`src/rtl/leaf_mem_rd_arbiter.sv`:
```
// Round-robin burst arbiter for the leaf SRAM read port; beat 0 issues in the grant cycle.
// Responses return READ_LATENCY cycles after each csb0-low cycle; requests wait (held valid) while a burst runs.
module leaf_mem_rd_arbiter #(
  parameter int NUM_REQ      = 2,
  parameter int NUM_LEAVES   = 64,
  parameter int ADDR_WIDTH   = $clog2(NUM_LEAVES),
  parameter int MAX_BURST    = 64,
  parameter int LEN_WIDTH    = $clog2(MAX_BURST + 1),
  parameter int READ_LATENCY = 1
) (
  input  logic                                  clk,
  input  logic                                  rst,
  input  logic [NUM_REQ-1:0]                    req_valid,
  input  logic [NUM_REQ-1:0][ADDR_WIDTH-1:0]    req_addr,
  input  logic [NUM_REQ-1:0][LEN_WIDTH-1:0]     req_len,
  output logic [NUM_REQ-1:0]                    req_grant,
  input  logic                                  arb_flush,
  output logic                                  leaf_mem_csb0,
  output logic                                  leaf_mem_web0,
  output logic [ADDR_WIDTH-1:0]                 leaf_mem_addr0,
  output logic [NUM_REQ-1:0]                    rsp_valid,
  output logic                                  rsp_last,
  output logic                                  busy
);

  localparam int PTR_W = (NUM_REQ > 1) ? $clog2(NUM_REQ) : 1;

  typedef enum logic {S_IDLE, S_BURST} state_t;

  state_t                                  r_state;
  logic [PTR_W-1:0]                        r_rr;
  logic [PTR_W-1:0]                        r_owner;
  logic [ADDR_WIDTH-1:0]                   r_base;
  logic [LEN_WIDTH-1:0]                    r_len;
  logic [LEN_WIDTH-1:0]                    r_beat;
  logic [READ_LATENCY-1:0]                 r_pv;
  logic [READ_LATENCY-1:0]                 r_pl;
  logic [READ_LATENCY-1:0][PTR_W-1:0]      r_po;

  logic                  w_found;
  logic [PTR_W-1:0]      w_idx;
  logic [PTR_W-1:0]      w_pick;
  logic [PTR_W-1:0]      w_rr_next;
  logic [LEN_WIDTH-1:0]  w_raw_len;
  logic [LEN_WIDTH-1:0]  w_eff_len;
  logic                  w_grant_en;
  logic                  w_burst_en;
  logic                  w_issue;
  logic                  w_issue_last;
  logic [PTR_W-1:0]      w_issue_owner;
  logic [ADDR_WIDTH-1:0] w_burst_addr;
  logic [ADDR_WIDTH-1:0] w_issue_addr;

  // First valid requester at or after the RR pointer, wrapping.
  always_comb begin
    w_found = 1'b0;
    w_pick  = '0;
    w_idx   = '0;
    for (int i = 0; i < NUM_REQ; i++) begin
      w_idx = PTR_W'((int'(r_rr) + i) % NUM_REQ);
      if (!w_found && req_valid[w_idx]) begin
        w_found = 1'b1;
        w_pick  = w_idx;
      end
    end
  end

  always_comb begin
    w_raw_len = req_len[w_pick];
    if (w_raw_len == '0)
      w_eff_len = LEN_WIDTH'(1);
    else if (w_raw_len > LEN_WIDTH'(MAX_BURST))
      w_eff_len = LEN_WIDTH'(MAX_BURST);
    else
      w_eff_len = w_raw_len;
  end

  assign w_rr_next     = (w_pick == PTR_W'(NUM_REQ - 1)) ? '0 : w_pick + 1'b1;
  assign w_grant_en    = !rst && !arb_flush && (r_state == S_IDLE) && w_found;
  assign w_burst_en    = !rst && !arb_flush && (r_state == S_BURST);
  assign w_issue       = w_grant_en | w_burst_en;
  assign w_burst_addr  = r_base + ADDR_WIDTH'(r_beat);
  assign w_issue_addr  = w_grant_en ? req_addr[w_pick] : w_burst_addr;
  assign w_issue_owner = w_grant_en ? w_pick : r_owner;
  assign w_issue_last  = w_grant_en ? (w_eff_len == LEN_WIDTH'(1))
                                    : (r_beat == r_len - LEN_WIDTH'(1));

  always_comb begin
    req_grant = '0;
    if (w_grant_en)
      req_grant[w_pick] = 1'b1;
  end

  assign leaf_mem_csb0  = ~w_issue;
  assign leaf_mem_web0  = 1'b1;
  assign leaf_mem_addr0 = w_issue ? w_issue_addr : '0;

  always_comb begin
    rsp_valid = '0;
    if (r_pv[READ_LATENCY-1])
      rsp_valid[r_po[READ_LATENCY-1]] = 1'b1;
  end

  assign rsp_last = r_pv[READ_LATENCY-1] & r_pl[READ_LATENCY-1];
  assign busy     = (r_state == S_BURST) | (|r_pv) | w_grant_en;

  always_ff @(posedge clk or posedge rst) begin
    if (rst) begin
      r_state <= S_IDLE;
      r_rr    <= '0;
      r_owner <= '0;
      r_base  <= '0;
      r_len   <= '0;
      r_beat  <= '0;
    end else if (arb_flush) begin
      r_state <= S_IDLE;
    end else if (w_grant_en) begin
      r_rr    <= w_rr_next;
      r_owner <= w_pick;
      r_base  <= req_addr[w_pick];
      r_len   <= w_eff_len;
      r_beat  <= LEN_WIDTH'(1);
      r_state <= (w_eff_len == LEN_WIDTH'(1)) ? S_IDLE : S_BURST;
    end else if (w_burst_en) begin
      r_beat <= r_beat + LEN_WIDTH'(1);
      if (w_issue_last)
        r_state <= S_IDLE;
    end
  end

  // Response shift pipeline: one stage per cycle of SRAM read latency.
  always_ff @(posedge clk or posedge rst) begin
    if (rst) begin
      r_pv <= '0;
      r_pl <= '0;
      r_po <= '0;
    end else if (arb_flush) begin
      r_pv <= '0;
      r_pl <= '0;
      r_po <= '0;
    end else begin
      for (int i = READ_LATENCY - 1; i > 0; i--) begin
        r_pv[i] <= r_pv[i-1];
        r_pl[i] <= r_pl[i-1];
        r_po[i] <= r_po[i-1];
      end
      r_pv[0] <= w_issue;
      r_pl[0] <= w_issue_last;
      r_po[0] <= w_issue_owner;
    end
  end

endmodule

```
`config.mk`:
```
export PLATFORM = sky130hd
export DESIGN_NAME = leaf_mem_rd_arbiter
export DESIGN_NICKNAME = d
export VERILOG_FILES = /design/src/rtl/leaf_mem_rd_arbiter.sv
export SDC_FILE = /design/constraint.sdc
export NUM_CORES = 1
export LEC_CHECK = 0
export CORE_MARGIN = 5
export CORE_UTILIZATION = 53
export CTS_CLUSTER_SIZE = 14
export DETAILED_ROUTE_END_ITERATION = 6
export GPL_ROUTABILITY_DRIVEN = 1
export PLACE_DENSITY_LB_ADDON = 0.1
export SYNTH_ARGS = -nofsm -noshare
export SYNTH_HDL_FRONTEND = slang
export SYNTH_SLANG_ARGS = --single-unit
```
`constraint.sdc`:
```
create_clock -name clk -period 5 [get_ports clk]
set_input_delay 1 -clock clk [delete_from_list [all_inputs] [get_ports clk]]
set_output_delay 1 -clock clk [all_outputs]
set_load 0.02 [all_outputs]
```
Word-level counts from Yosys, hierarchy flattened

Cells that the tools add are included.

Register bits: 26
Bits in latches: 0
Bits in writable memories: 0
Bits in read-only memories: 0
Input bits: 31
Logic and storage cells: 82
Memories: 0

$add $sub $neg: 5
Multiply operators: 0
Div/mod/pow operators: 0
$lt $le $gt $ge: 7
Eq/ne operators: 2
Shift operators: 0
Mux-type cells: 35
Bitwise logic cells: 7
Reduce and logical (&&, ||, !) cells: 17

Operators by type and width:

| cell                                                                          | number |
|---|---|
| 7-bit 2-to-1 mux                                                              | 6 |
| 6-bit 2-to-1 mux                                                              | 4 |
| 1-bit 2-to-1 mux                                                              | 21 |
| 1-bit by 2-bit less-than comparator with 1-bit output (second input constant) | 4 |
| 7-bit by 1-bit adder with 7-bit output (second input constant)                | 1 |
| 7-bit by 1-bit equality test with 1-bit output (second input constant)        | 1 |
| 7-bit equality test                                                           | 1 |
| 7-bit greater-than comparator (second input constant)                         | 1 |
| 1-bit logical AND                                                             | 7 |
| 7-bit logical NOT                                                             | 1 |
| 7-bit by 1-bit subtractor with 7-bit output (second input constant)           | 1 |
| 6-bit adder                                                                   | 1 |
| 2-bit AND reduction                                                           | 3 |
| 3-bit nonzero test                                                            | 2 |
| 2-bit 2-to-1 mux                                                              | 2 |
| 1-bit logical NOT                                                             | 3 |
| 1-bit inverter                                                                | 3 |
| 1-bit OR                                                                      | 3 |
| 1-bit adder (second input constant)                                           | 2 |
| 1-bit demux with 1-bit select                                                 | 2 |
| 1-bit >= comparator (second input constant)                                   | 2 |
| 2-bit nonzero test                                                            | 1 |
| 1-bit AND                                                                     | 1 |

Depth between registers and ports, before layout

Depth after elaboration: 17
Gate-level depth with buffers: 8

Least setup slack after synthesis

No wires, ideal clock.

Path kind: input to output
Start: input port rst
End: output port leaf_mem_addr0[4]
Arrival: 2375 ps
Required time: 4000 ps
Slack: 1625 ps
Stages on the path: 6
Buffers on the path: 1
Path through: nor3_1 and3_1 clkbuf_1 a22o_1 a31oi_1 nor2_1

Cells in the longest elaborated chain, start to end: 6
Elaborated cells between the ends (all ways): 8
Classes of those cells: mux: 2; bitwise: 1; reduce/logical: 5

Ends and longest elaborated chain:

| item                                                | line   | source |
|---|---|---|
| start, declared                                     | 12     | `input logic rst,` |
| 1-bit logical NOT (no source line) (*)              | n/a    |  |
| 1-bit logical AND (*)                               | 79, 80 |  |
| 1-bit logical AND (2 in a row)                      | 79     | `assign w_grant_en = !rst && !arb_flush && (r_state == S_IDLE) && w_found;` |
| 6-bit 2-to-1 mux / 1-bit OR (equally long branches) | 83, 81 |  |
| 6-bit 2-to-1 mux (*)                                | 96     | `assign leaf_mem_addr0 = w_issue ? w_issue_addr : '0;` |
| end, declared                                       | 20     | `output logic [ADDR_WIDTH-1:0] leaf_mem_addr0,` |

Mark *: on every way between the ends. The rest lies on a longest branch, timed or not.

Worst setup path in the final report

Start: input port arb_flush
End: output port leaf_mem_addr0[0]

Cells in the longest elaborated chain, start to end: 6
Elaborated cells between the ends (all ways): 8
Classes of those cells: mux: 2; bitwise: 1; reduce/logical: 5

Ends and longest elaborated chain:

| item                                                | line   | source |
|---|---|---|
| start, declared                                     | 17     | `input logic arb_flush,` |
| 1-bit logical NOT (*)                               | 79, 80 |  |
| 1-bit logical AND (*)                               | 79, 80 |  |
| 1-bit logical AND (2 in a row)                      | 79     |  |
| 6-bit 2-to-1 mux / 1-bit OR (equally long branches) | 83, 81 |  |
| 6-bit 2-to-1 mux (*)                                | 96     |  |

Marks and branches as above.

==> qor.yml <==
first_iter_violations: 112
initial_core_util_pct: 53.60
p_clk_share_pct: 14.9
synth.most_common_cell: "dfrtp_1"
end_kind: "primary output"
gp_congestion: 0.8307
grt_pass1_wl_microns: 7189
worst_pin_slew_ps: 967.2
synth_top_family_by_area: "simple AND/OR/NAND/NOR gates"
firstDrtPassIters: 4
synthArstFlopShare_pct: 100.0
io_buffers: 43
yosysWarnings: 0
synthTopCellsByCount: "dfrtp_1, nand2_1, nor2_1, inv_1, o21ai_0"
synth_edf_count: 0
antenna_cells: 0
period_share_pct: 89.84
vias_per_cell: 5.638
period_needed_ps: 4492
final_cell_area_sq_um: 2263
syn_area_sq_um: 1760
insertion_delay_ps: 320
intPower_uw: 458.6
place_area_sq_um: 2227
yosysTopAreaCellShare_pct: 36.96
synth_area_leaders: "dfrtp_1, ha_1, nand2_1"
post-cts-setup-buffers: 0
final_nets: 276
swShare_pct: 37.47
synth-compound-area-share_pct: 20.40
pwr-share-comb_pct: 42.9
syn2layout_area_growth_pct: 28.57
path_max_fanout: 13
ir_drop_mv: 0.1994
postRouteAntennaNets: 0
synth_adder_area_share_pct: 6.112
powerDensity_nw_per_um2: 324.0
synth-xor-area-share_pct: 8.458
min_path_type: "reg2reg"
antenna_found_initial: 0
outcome: "finished clean"
drive_above_1_share_pct: 5.932
yosysTopAreaCell: "dfrtp_1"
tns_ps: 0
post-dp-hpwl_microns: 3435
die_x_microns: 67.64
clock_sinks: 26
post_drt_wl_per_cell_microns: 15.41
grt.total_usage_pct: 20.74
pwr-share-seq_pct: 42.2
leakagePower_uw: 0.001003
cts_tree: "done"
synth_cells: 194
placement_rows: 21
grt_pass1_vias: 1615
drt-total-wl_microns: 4346
fmax_mhz: 222.6
path_clk_slew_ps: 150
cts-resized-gates: 0
synth-simple-area-share_pct: 20.54
finalHoldViolCount: 0
ys_types: 50
finClkSkew_ps: 9.716
synth_nets: 233
numCtsBuffers: 3
grt_setup_unrepaired: "no"
synth_area_per_cell_sq_um: 9.074
vias: 1590
die_area_sq_um: 4574
grt_max_degree: 27
synth.ff_latch_count: 26
gr-total-overflow: 0
seq_area_frac_synth_pct: 36.96
clockRootBuffer: "clkbuf_4"
synthMuxAreaShare_pct: 2.061
switchingPower_uw: 274.8
core_sq_um: 3284
drv_slew: 0
clockBufferDepth: 2
arrival_ps: 3490
drv_cap: 0
io_pins: 45
slew_headroom_pct: 35.45
die_height_microns: 67.64
start_kind: "primary input"
htree_levels: 1
finalSetupViolations: 0
critPathKind: "in2out"
hold_buffers: 0
rrSetupSlack_ps: 2920
drc: 0
worstPathRequired_ps: 4000
synth_ff_type: "dfrtp_1"
## cell type report
cell class	count	area, sq um
Clock buffer	4	36.28
Fill cell	277	1021
Inverter	13	48.80
Sequential cell	26	650.6
Timing Repair Buffer	46	452.9
Multi-Input combinational cell	147	1017
Tap cell	46	57.56
## state kept, by name, summed over array words and instances, names as in the netlist
signal / flops
r_beat: 7
r_pv: 1
r_po: 1
r_pl: 1
r_len: 7
r_rr: 1
r_state: 1
r_owner: 1
r_base: 6
## per-stage QoR
step           hold WS [ps]  utilization, %  power [uW]  std cells  setup slack [ps]
5_1_grt               536.3           68.91       784.7        282             403.0
2_1_floorplan         439.1               -       524.1        194              1625
3_5_place_dp          480.0           67.81       627.2        278             567.2
3_3_place_gp          482.3           67.81       613.0        278             675.3
4_1_cts               513.1           68.91       735.6        282             556.4
6_report              512.0           68.91       733.4        282             507.9
## cells by family after synthesis
logic type | Yosys count
AO/OA/AOI/OAI | 50
XOR/XNOR | 17
adder cells (fa/ha/maj) | 8
buffers and inverters | 21
flip-flops | 26
multiplexers | 3
other | 1
AND/OR/NAND/NOR | 68
## worst max-delay path: stages
cell             delay [ps]
clkdlybuf4s50_1         510
nor3_1                  460
o21ai_1                 440
a222oi_1                440
nor2_1                   70
clkdlybuf4s50_1         570
## cells in the final DEF, fill, tap and decap left out, types with 5 or more instances in the layout
cell type        Yosys  routed
inv_1               12      12
o31ai_1              5       5
xor2_1               9       9
xnor2_1              8       8
nor2_1              17      17
nand2_1             23      23
clkdlybuf4s50_1      0      43
o21ai_0             11      11
dfrtp_1             26      26
ha_1                 7       7
## final timing paths
kind,startpoint,to,cells after the start
setup / recovery,arb_flush,leaf_mem_addr0[0],6
hold / removal,r_base[4],r_base[4],1
setup reg to reg,r_len[0],r_state,6
hold reg to reg,r_base[4],r_base[4],1
max in group asynchronous,rst,r_len[6],2
min in group asynchronous,rst,r_pl,2
## power by group through the flow
stage                     Combinational (uW)  Sequential (uW)  Clock [uW]
after floorplan                          231              293           0
after global placement                   303              310           0
after detailed placement                 314              313           0
after CTS                                316              309         111
after global routing                     351              315         118
final                                    315              309         109
## layer usage
metal / wire (microns) / global-route usage (%) / share of wire, % / vias up
li1: - / - / - / 770
met1: 1933 / 27.21 / 44 / 747
met2: 2096 / 34.63 / 48 / 69
met3: 282 / 3.328 / 6.5 / 4
met4: 33 / 6.582 / 0.76 / 0
met5: 0 / 0 / 0 / -
No activity file was read; power rests on OpenSTA's default activity.
